<file path="src/rtl/uart_tx_arbiter.sv">
`default_nettype none
// ============================================================================
// Module   : uart_tx_arbiter
// Purpose  : Round-robin, message-granular arbiter sharing one UART TX FIFO
//            write port among NUM_REQ requesters, with a stall watchdog.
// Revision : 1.0 - initial release
// ============================================================================
module uart_tx_arbiter #(
    parameter int DATA_BITS    = 8,
    parameter int NUM_REQ      = 4,
    parameter int IDLE_TIMEOUT = 64
) (
    input  logic                           Clock,
    input  logic                           ResetN,
    input  logic [NUM_REQ-1:0]             ReqValid,
    input  logic [NUM_REQ*DATA_BITS-1:0]   ReqData,
    input  logic [NUM_REQ-1:0]             ReqLast,
    output logic [NUM_REQ-1:0]             ReqReady,
    input  logic                           TxFull,
    output logic                           WriteUart,
    output logic [DATA_BITS-1:0]           WriteData,
    output logic [NUM_REQ-1:0]             Grant,
    output logic                           Busy,
    output logic                           Abort
);

    localparam int c_ptr_w = $clog2(NUM_REQ);
    localparam int c_cnt_w = $clog2(IDLE_TIMEOUT);
    localparam logic [c_cnt_w-1:0] c_cnt_last = c_cnt_w'(IDLE_TIMEOUT - 1);

    typedef enum logic [0:0] {
        ST_IDLE = 1'b0,
        ST_XFER = 1'b1
    } state_t;

    state_t               r_state;
    logic [NUM_REQ-1:0]   r_grant;
    logic [c_ptr_w-1:0]   r_owner;
    logic [c_ptr_w-1:0]   r_pointer;
    logic [c_cnt_w-1:0]   r_count;
    logic                 r_abort;

    state_t               w_state_nxt;
    logic [NUM_REQ-1:0]   w_grant_nxt;
    logic [c_ptr_w-1:0]   w_owner_nxt;
    logic [c_ptr_w-1:0]   w_pointer_nxt;
    logic [c_cnt_w-1:0]   w_count_nxt;
    logic                 w_abort_nxt;

    logic [NUM_REQ-1:0]   w_rot;
    logic [c_ptr_w-1:0]   w_offset;
    logic [c_ptr_w-1:0]   w_sel;
    logic [c_ptr_w-1:0]   w_owner_inc;
    logic                 w_xfer;
    logic                 w_own_valid;
    logic                 w_own_last;
    logic                 w_accept;
    logic [DATA_BITS-1:0] w_data;

    // Round-robin pick: rotate requests so Pointer lands at bit 0, take the lowest set bit.
    always_comb begin
        w_rot    = NUM_REQ'({ReqValid, ReqValid} >> r_pointer);
        w_offset = '0;
        for (int k = NUM_REQ - 1; k >= 0; k--) begin
            if (w_rot[k]) begin
                w_offset = c_ptr_w'(k);
            end
        end
        w_sel       = c_ptr_w'((int'(r_pointer) + int'(w_offset)) % NUM_REQ);
        w_owner_inc = c_ptr_w'((int'(r_owner) + 1) % NUM_REQ);
    end

    // Owner-side datapath: grant is one-hot, so an OR-mux selects the owner's byte.
    always_comb begin
        w_data = '0;
        for (int k = 0; k < NUM_REQ; k++) begin
            if (r_grant[k]) begin
                w_data = w_data | ReqData[k*DATA_BITS +: DATA_BITS];
            end
        end
    end

    // Reset gates the handshake combinationally so nothing is written in a reset cycle.
    assign w_xfer      = (r_state == ST_XFER);
    assign w_own_valid = |(ReqValid & r_grant);
    assign w_own_last  = |(ReqLast & r_grant);
    assign w_accept    = ResetN & w_xfer & w_own_valid & ~TxFull;

    assign ReqReady  = (ResetN & w_xfer & ~TxFull) ? r_grant : '0;
    assign WriteUart = w_accept;
    assign WriteData = w_data;
    assign Grant     = r_grant;
    assign Busy      = w_xfer;
    assign Abort     = r_abort;

    // Next-state logic: grant per message, release on Last or on watchdog expiry.
    always_comb begin
        w_state_nxt   = r_state;
        w_grant_nxt   = r_grant;
        w_owner_nxt   = r_owner;
        w_pointer_nxt = r_pointer;
        w_count_nxt   = r_count;
        w_abort_nxt   = 1'b0;
        case (r_state)
            ST_IDLE: begin
                if (|ReqValid) begin
                    w_state_nxt = ST_XFER;
                    w_grant_nxt = {{(NUM_REQ-1){1'b0}}, 1'b1} << w_sel;
                    w_owner_nxt = w_sel;
                    w_count_nxt = '0;
                end
            end
            ST_XFER: begin
                if (w_accept) begin
                    w_count_nxt = '0;
                    if (w_own_last) begin
                        w_state_nxt   = ST_IDLE;
                        w_grant_nxt   = '0;
                        w_pointer_nxt = w_owner_inc;
                    end
                end else if (!w_own_valid) begin
                    // Owner is not presenting data: a stall, not backpressure.
                    if (r_count == c_cnt_last) begin
                        w_abort_nxt   = 1'b1;
                        w_state_nxt   = ST_IDLE;
                        w_grant_nxt   = '0;
                        w_pointer_nxt = w_owner_inc;
                        w_count_nxt   = '0;
                    end else begin
                        w_count_nxt = r_count + c_cnt_w'(1);
                    end
                end
            end
            default: begin
                w_state_nxt = ST_IDLE;
                w_grant_nxt = '0;
            end
        endcase
    end

    // State and control registers with synchronous active-low reset.
    always_ff @(posedge Clock) begin
        if (!ResetN) begin
            r_state   <= ST_IDLE;
            r_grant   <= '0;
            r_owner   <= '0;
            r_pointer <= '0;
            r_count   <= '0;
            r_abort   <= 1'b0;
        end else begin
            r_state   <= w_state_nxt;
            r_grant   <= w_grant_nxt;
            r_owner   <= w_owner_nxt;
            r_pointer <= w_pointer_nxt;
            r_count   <= w_count_nxt;
            r_abort   <= w_abort_nxt;
        end
    end

endmodule
`default_nettype wire

</file>
<file path="config.mk">
export PLATFORM = sky130hd
export DESIGN_NAME = uart_tx_arbiter
export DESIGN_NICKNAME = d
export VERILOG_FILES = /design/src/rtl/uart_tx_arbiter.sv
export SDC_FILE = /design/constraint.sdc
export NUM_CORES = 1
export LEC_CHECK = 0
export ABC_AREA = 1
export CAP_MARGIN = 40
export CELL_PAD_IN_SITES_DETAIL_PLACEMENT = 0
export CELL_PAD_IN_SITES_GLOBAL_PLACEMENT = 1
export CORE_MARGIN = 8
export CORE_UTILIZATION = 25
export DETAILED_ROUTE_END_ITERATION = 7
export PLACE_DENSITY_LB_ADDON = 0.1
export SYNTH_ARGS = -nofsm -noshare
export SYNTH_HDL_FRONTEND = slang
export SYNTH_SLANG_ARGS = --single-unit
</file>
<file path="constraint.sdc">
create_clock -name Clock -period 4.1 [get_ports Clock]
set_input_delay 0.41 -clock Clock [delete_from_list [all_inputs] [get_ports Clock]]
set_output_delay 0.41 -clock Clock [all_outputs]
set_load 0.02 [all_outputs]
</file>
* Word level (Yosys, flattened, before mapping)
Cells that the tools add are included.
Widths: inputs -> output; s select.
** Word-level totals
- Register bits :: 16
- Input port bits :: 43
- Output and inout port bits :: 19
- Word-level logic and storage cells :: 70
** Cells by class
- Muxes and demuxes :: 31
- Reductions and logical operators :: 9
- Bitwise gates (word level) :: 12
- Add/sub/neg operators :: 3
- Equality and inequality tests :: 7
- Shifts and indexed selects :: 2
** Operators with widths (number)
- $mux 8 :: 4
- $mux 4 :: 6
- $mux 6 :: 4
- $or 8x8->8 :: 3
- $mux 2 :: 8
- $pmux 6 s2 :: 1
- $reduce_or 4->1 :: 3
- $and 4x4->4 :: 2
- $pmux 4 s2 :: 1
- $reduce_and 4->1 :: 2
- $shr 8x2->4 :: 1
- $reduce_or 7->1 :: 1
- $add 6x1->6 const B :: 1
- $eq 6x6->1 const B :: 1
- $mux 1 :: 6
- $ne 3x2->1 const B :: 2
- $and 1x1->1 :: 4
- $ne 2x2->1 const B :: 2
- $reduce_and 2->1 :: 2
- $shl 1x2->4 const A :: 1
- $ne 3x3->1 const B :: 1
- $not 1->1 :: 3
- $add 2x1->2 const B :: 1
- $add 2x2->2 :: 1
- other kinds (3) :: 3

* Longest topological paths before layout
Gate-level depths: netlist of the first run.
- Word-level depth :: 9
- Mapped depth :: 13
- Mapped depth without buffers :: 13

* Worst setup path before layout of the first run
OpenSTA, ideal clock, no wires.
- Path type :: register to register
- Start :: reg r_pointer[0]
- End :: reg r_owner[1]
- Period minus slack after synthesis :: 1.759 ns
- Library setup time :: 0.116 ns
- Arrival :: 1.643 ns
- Buffers on the path :: 0
- Cell stages (with the launch flop) :: 14
- Data required time :: 3.984 ns
- Path slack :: 2.341 ns
- Cells stage by stage :: dfxtp_1 inv_1 nand2_1 nand3_1 nand2_1 nand3_1 a21boi_0 ha_1 xor2_1 inv_1 nand3_1 nand2_1 o21ai_0 inv_1
** Between the ends
- Cells in the longest elaborated chain, start to end :: 6
** RTL lines
- start: declaration :: line 39 : logic [c_ptr_w-1:0] r_pointer;
- start signal: assignment :: line 154 : r_pointer <= w_pointer_nxt;
- $shr 8x2->4 :: line 62 : w_rot = NUM_REQ'({ReqValid, ReqValid} >> r_pointer);
- $mux 2 (4 in series) :: line 65 : if (w_rot[k]) begin
- $add 2x2->2 (*) :: line 69 : w_sel = c_ptr_w'((int'(r_pointer) + int'(w_offset)) % NUM_REQ);
- end signal: assignment :: line 153 : r_owner <= w_owner_nxt;
- end: declaration :: line 38 : logic [c_ptr_w-1:0] r_owner;
Every way passes the cells marked *; elsewhere a longest branch is shown, timed or not.
A chain may end at the register's enable or synchronous reset.

* Final worst setup path of the first run
- Start :: in ResetN
- End :: out WriteUart
** Between the ends
- Cells in the longest elaborated chain, start to end :: 3
** RTL lines
- start: declaration :: line 14 : input logic ResetN,
- $and 1x1->1 (3 in series) :: line 87 : assign w_accept = ResetN & w_xfer & w_own_valid & ~TxFull;
- end: declaration :: line 20 : output logic WriteUart,
No other way between the ends.

==> results of run 1 <==
## per-layer routing
layer	vias to the layer above	GRT usage [%]
met1	620	13.2
met2	17	22.4
met3	2	2.70
li1	762	-
met4	0	1.94
met5	-	0
## worst max-delay path by stage
stage                                         start                       to  slack, ns  depth (start not counted)
after floorplan           r_pointer[0]$_SDFFE_PN0P_  r_owner[1]$_SDFFE_PN0P_       2.34                         13
after global placement                       ResetN                WriteUart       1.64                          6
after detailed placement                     ResetN                WriteUart       1.61                          6
after CTS                                    ResetN                WriteUart       1.61                          6
after global routing                         ResetN              ReqReady[1]       1.51                          6
final                                        ResetN                WriteUart       1.63                          6
## flip-flops by register name (all words and copies together), names as in the netlist
name / flops
Abort: 1
r_pointer: 2
r_count: 6
r_owner: 2
Busy: 1
Grant: 4
## tightest hold or removal path, stage by stage, from the launching register on
cell	delay [ns]
dfxtp_1	0.32
inv_1	0.07
a211oi_1	0.07
## cell type report
class,instances,area (µm²),share of cell area (%)
timing repair buffer,61,611,31.9
clock buffer,4,55.1,2.88
tap,54,67.6,3.53
sequential,16,320,16.8
inverter,19,73.8,3.86
multi-input combinational,159,785,41.0
## synthesized netlist by cell type
| library cell | instances |
|---|---|
| nor2_8 | 1 |
| nand4_1 | 8 |
| inv_4 | 1 |
| nor3_1 | 5 |
| dfxtp_1 | 16 |
| a211oi_1 | 1 |
| nand3_2 | 3 |
| ha_1 | 2 |
| nand3_4 | 1 |
| o31ai_1 | 1 |
| xor2_1 | 5 |
| buf_2 | 4 |
| a21oi_1 | 8 |
| nand2_2 | 1 |
| nor2_4 | 2 |
| nand3_1 | 13 |
| a31oi_1 | 2 |
| nand3b_1 | 1 |
| nor2_1 | 20 |
| nand2_1 | 81 |
| inv_1 | 18 |
| o21ai_0 | 2 |
| o211ai_1 | 1 |
| a21boi_0 | 1 |
## cells by family after synthesis
kind of cell	synth area share, %
AO/OA/AOI/OAI	7.73
XOR/XNOR	3.65
adder cells (fa/ha/maj)	2.09
buffers and inverters	7.83
flip-flops	26.7
AND/OR/NAND/NOR	52.0
## where the power goes
part	switching, µW	internal, µW	total (µW)
registers	15.1	163	178
clock network	59.0	85.3	144
logic	71.9	80.4	152
## through the flow
stage	cell area, µm²	total power (µW)
after global placement	1860	338
after global routing	1910	505
after detailed placement	1860	336
after CTS	1910	480
after floorplan	1200	252
final	1910	475
==> results.py, run 1 <==
metrics = {
    "cts": {
        "clk_pin_slew_ns": 0.07,
        "cts-buffers-inserted": 3,
        "cts.sinks": 16,
        "htreeDepth": 1,
        "ctsResizeCount": 0,
        "cts_tree": "done",
        "cts_root_buf": "clkbuf_8",
        "hold_buffers": 0,
        "clk_path_buf_depth": 2,
        "postCtsSetupRepairBufs": 0,
        "clkLatencyLatePin_ns": 0.25,
    },
    "placed_design": {
        "dpl_worst_slack_ns": 1.61,
        "placed_cells": 309,
        "hpwlAfterDp_mm": 3.33,
        "portBuffers": 61,
        "gp_congestion": 0.802,
    },
    "hold_path": {
        "min_path_type": "register to register",
        "min_path_cells": 2,
        "min_from": "r_owner[0]$_SDFFE_PN0P_",
        "holdPathEnd": "r_owner[0]$_SDFFE_PN0P_",
    },
    "setup_path": {
        "cp_slowest_cell": "clkdlybuf4s50_1",
        "worstPathMaxFanout": 8,
        "reg2regPathDepth": 13,
        "crit_type": "primary input to output port",
        "startpoint_type": "primary input",
        "timing.rr.start": "r_pointer[0]$_SDFFE_PN0P_",
        "r2r_slack_ns": 2.09,
        "critPathCaptureType": "output port",
        "slowest_delay_ns": 0.61,
        "worstPathRequired_ns": 3.69,
        "worstPathCellList": "clkdlybuf4s50_1, nand2_2, nor2_4, inv_4, nor2_8, clkdlybuf4s50_1",
        "regToRegEndpoint": "r_owner[1]$_SDFFE_PN0P_",
        "worst_path_most_repeated_cell": "clkdlybuf4s50_1",
        "worst-path-buf-inv": 3,
        "cpLargestDelayFamily": "buffers and inverters",
        "cp.arrival_ns": 2.06,
    },
    "run": {
        "drv_cap": 0,
    },
    "timing": {
        "maxSlewViolCount": 0,
        "rsz0062_at_grt": "false",
        "worst_slack_ns": 1.63,
        "fmax_mhz": 404,
        "finalCritPeriodShare_pct": 60.3,
        "fin_worst_skew_ns": 0.00153,
        "tightestPinTransition_ns": 0.517,
        "hold_violations": 0,
        "post-route-min-period_ns": 2.47,
        "setup_viol": 0,
        "worst_hold_slack_ns": 0.510,
        "tns_ns": 0,
        "max_slew_margin_pct": 65.5,
    },
    "global_routing": {
        "grt_max_degree": 14,
        "antenna_found_initial": 0,
        "grtUsageTotal_pct": 11.9,
        "first_global_vias": 1485,
        "grt_pass1_wl_mm": 7.00,
        "overflow": 0,
    },
    "cells_and_area": {
        "layout_commonest_cell": "nand2_1",
        "fill_cells": 515,
        "area_growth_pct": 59.5,
        "layout-drive-gt1-share_pct": 5.02,
        "final_util_pct": 41.0,
        "fin_nets": 305,
        "insertedDiodeCount": 0,
        "final_cell_mix": "81 x nand2_1, 61 x clkdlybuf4s50_1, 20 x nor2_1, 18 x inv_1, 16 x dfxtp_1",
        "final_cells": 313,
    },
    "synth": {
        "ys_ff_latch": 16,
        "synth_seq_area_share_pct": 26.7,
        "netlist_instances": 198,
        "synthDistinctLibCells": 24,
        "yosysTopAreaCell": "dfxtp_1",
        "postSynthAreaPerCell_um2": 6.05,
        "ys_top_cells_by_area": "dfxtp_1 27%, nand2_1 25%, nor2_1 6.3%",
        "synth_fp_nets": 243,
        "ys.warnings.count": 0,
        "netlist.area_leader.share_pct": 26.7,
        "syn_area_um2": 1200,
    },
    "route": {
        "vias_per_cell": 4.48,
        "drt_pre_antenna_iters": 4,
        "dr.max_layer_used": "met4",
        "ant_nets": 0,
        "wl_met1_mm": 1.77,
        "vias": 1401,
        "wl_met2_mm": 2.22,
        "routed_wl_mm": 4.15,
        "drt-initial-drc-count": 58,
        "wl_met3_um": 143,
        "wire_per_inst_um": 13.3,
        "remaining_drc_errors": 0,
    },
    "floorplan": {
        "coreArea_um2": 4660,
        "io_pins": 62,
        "row_count": 25,
        "dieArea_um2": 7270,
        "fp.dieW_um": 85.2,
        "start_util_pct": 25.7,
        "die_height_um": 85.2,
    },
    "run_status": {
        "status": "complete, no violations",
    },
    "power": {
        "ir_worst_vdd_uv": 155,
        "leakage_uw": 0.000806,
        "pwr_density_cell_nw_per_um2": 248,
    },
}
(Power assumes the default switching activity.)
==> run 2: changes to the inputs <==
clock period = 2.3 ns   (was 4.1 ns; I/O delays follow)
==> run 2 against run 1 <==
- worst hold slack got worse by 0.00072 ns
- critical path type unchanged
- cell count rose by 1.3%
- highest routed layer unchanged
- utilization rose by 0.54 points
- non-clock buffer count rose by 5
- combinational power rose by 92%
- critical path depth did not move
- wire length rose by 3.9%
==> results.py, run 2 (same netlist as run 1, synthesis figures left out) <==
metrics = {
    "setup_path": {
        "reg2regPathDepth": 13,
        "worstPathCellList": "clkdlybuf4s50_1, nand2_1, nand2_1, nor2_4, nor2_8, clkdlybuf4s50_1",
        "worstPathMaxFanout": 4,
        "startpoint_type": "primary input",
        "critPathCaptureType": "output port",
        "slowest_delay_ns": 0.61,
        "critical_path_depth": 6,
        "crit_type": "primary input to output port",
        "cpLargestDelayFamily": "buffers and inverters",
        "cp_slowest_cell": "clkdlybuf4s50_1",
        "worst-path-buf-inv": 2,
        "cp.arrival_ns": 1.80,
        "worstPathRequired_ns": 2.07,
    },
    "power": {
        "netSwitchingPower_uw": 246,
        "p_clk_share_pct": 25.4,
        "p_sw_share_pct": 30.7,
        "leakage_uw": 0.000826,
        "comb_power_share_pct": 36.4,
        "ir_worst_vdd_uv": 255,
        "internal_power_uw": 557,
        "seqPwrFrac_pct": 38.2,
        "finalPower_uw": 803,
        "pwr_density_cell_nw_per_um2": 415,
    },
    "cts": {
        "hold_buffers": 0,
        "cts.sinks": 16,
        "clkLatencyLatePin_ns": 0.24,
        "clk_path_buf_depth": 2,
        "cts_root_buf": "clkbuf_8",
        "cts_tree": "done",
        "clk_pin_slew_ns": 0.06,
        "cts-buffers-inserted": 3,
        "htreeDepth": 1,
    },
    "global_routing": {
        "first_global_vias": 1484,
        "use_met3_pct": 2.41,
        "overflow": 0,
        "grtUsageTotal_pct": 12.3,
        "use_met2_pct": 22.5,
        "grt_use_met1_pct": 14.3,
        "grt_pass1_wl_mm": 7.26,
        "grt_max_degree": 13,
        "antenna_found_initial": 0,
        "busiest_layer": "met2",
    },
    "timing": {
        "maxSlewViolCount": 0,
        "tightestPinTransition_ns": 0.323,
        "rsz0062_at_grt": "false",
        "fmax_mhz": 492,
        "post-route-min-period_ns": 2.03,
        "setup_viol": 0,
        "worst_slack_ns": 0.267,
        "tns_ns": 0,
        "worst_hold_slack_ns": 0.509,
        "fin_worst_skew_ns": 0.00422,
        "finalCritPeriodShare_pct": 88.4,
        "hold_violations": 0,
        "max_slew_margin_pct": 78.4,
    },
    "floorplan": {
        "row_count": 25,
        "die_height_um": 85.2,
        "dieArea_um2": 7270,
        "io_pins": 62,
        "coreArea_um2": 4660,
        "start_util_pct": 25.7,
        "fp.dieW_um": 85.2,
    },
    "cells_and_area": {
        "layout-drive-gt1-share_pct": 6.84,
        "largest_reg_flops": 6,
        "final_cell_mix": "81 x nand2_1, 61 x clkdlybuf4s50_1, 20 x nor2_1, 18 x inv_1, 15 x dfxtp_1",
        "top_register": "r_count",
        "fin_nets": 310,
        "insertedDiodeCount": 0,
        "area_growth_pct": 61.6,
        "fill_cells": 494,
        "layout_commonest_cell": "nand2_1",
    },
    "route": {
        "drt-initial-drc-count": 51,
        "remaining_drc_errors": 0,
        "ant_nets": 0,
        "vias": 1427,
        "routed_wl_mm": 4.32,
        "wire_per_inst_um": 13.6,
        "vias_per_cell": 4.50,
        "drt_pre_antenna_iters": 4,
    },
    "hold_path": {
        "min_path_cells": 2,
        "min_path_type": "register to register",
    },
    "run_status": {
        "status": "complete, no violations",
    },
    "placed_design": {
        "gp_congestion": 0.774,
        "hpwlAfterDp_mm": 3.50,
        "dpl_worst_slack_ns": 0.119,
        "portBuffers": 61,
    },
    "run": {
        "drv_cap": 0,
    },
}
[run 2: cell count changes in the layout (fill, tap and decap cells not counted)]
cell,delta
dfxtp_1,-1
dfxtp_2,+1
clkbuf_8,-1
buf_4,+5
[run 2: layer usage]
metal	part of all wire [%]	wire [µm]	vias up
met1	43	1860	633
met5	0	0	-
li1	-	-	767
met3	3.8	166	2
met4	0.35	15	0
met2	53	2280	25
[run 2: layout make-up]
| cell class | count | area (µm²) | share of cell area [%] |
|---|---|---|---|
| Tap cell | 54 | 67.6 | 3.49 |
| Inverter | 19 | 73.8 | 3.81 |
| Timing Repair Buffer | 66 | 648 | 33.5 |
| Multi-Input combinational cell | 159 | 785 | 40.5 |
| Sequential cell | 16 | 322 | 16.6 |
| Clock buffer | 3 | 41.3 | 2.13 |
[run 2: per-stage QoR]
stage / instances / utilization, % / instance area (µm²)
final: 317 / 41.6 / 1940
after global routing: 317 / 41.6 / 1940
after CTS: 317 / 41.5 / 1940
after detailed placement: 314 / 40.6 / 1890
after global placement: 314 / 40.6 / 1890
after floorplan: 198 / - / 1200
[run 2: worst register-to-register path, delay by kind of cell (launching register included)]
kind	cells	cell delay [ns]
buffers and inverters	3	0.22
flip-flops	1	0.38
AO/OA/AOI/OAI	2	0.31
adder cells (fa/ha/maj)	1	0.18
AND/OR/NAND/NOR	6	0.53
XOR/XNOR	1	0.20
[run 2: final timing paths]
kind,end,slack [ns],from
worst min-delay path,r_count[4]$_SDFFE_PN0P_,0.51,r_count[4]$_SDFFE_PN0P_
worst min register to register,r_count[4]$_SDFFE_PN0P_,0.51,r_count[4]$_SDFFE_PN0P_
worst max register to register,r_owner[1]$_SDFFE_PN0P_,0.37,r_pointer[0]$_SDFFE_PN0P_
worst max-delay path,WriteUart,0.27,ReqValid[0]
[run 2: power by group through the flow]
stage	Clock [µW]	Combinational [µW]	Sequential, µW
6_report	204	292	307
2_1_floorplan	0	135	314
3_3_place_gp	0	296	313
4_1_cts	216	297	307
5_1_grt	230	325	309
3_5_place_dp	0	295	313
[run 2: repair_timing]
item	CTS	global route
resized for setup	0	1
setup buffers	0	0
setup endpoints to repair	0	1
==> run 3: changes to the inputs <==
CAP_MARGIN = 0   (was 40)
==> results of run 3 <==
The final DEF is identical to that of run 2; final timing and power are the same.
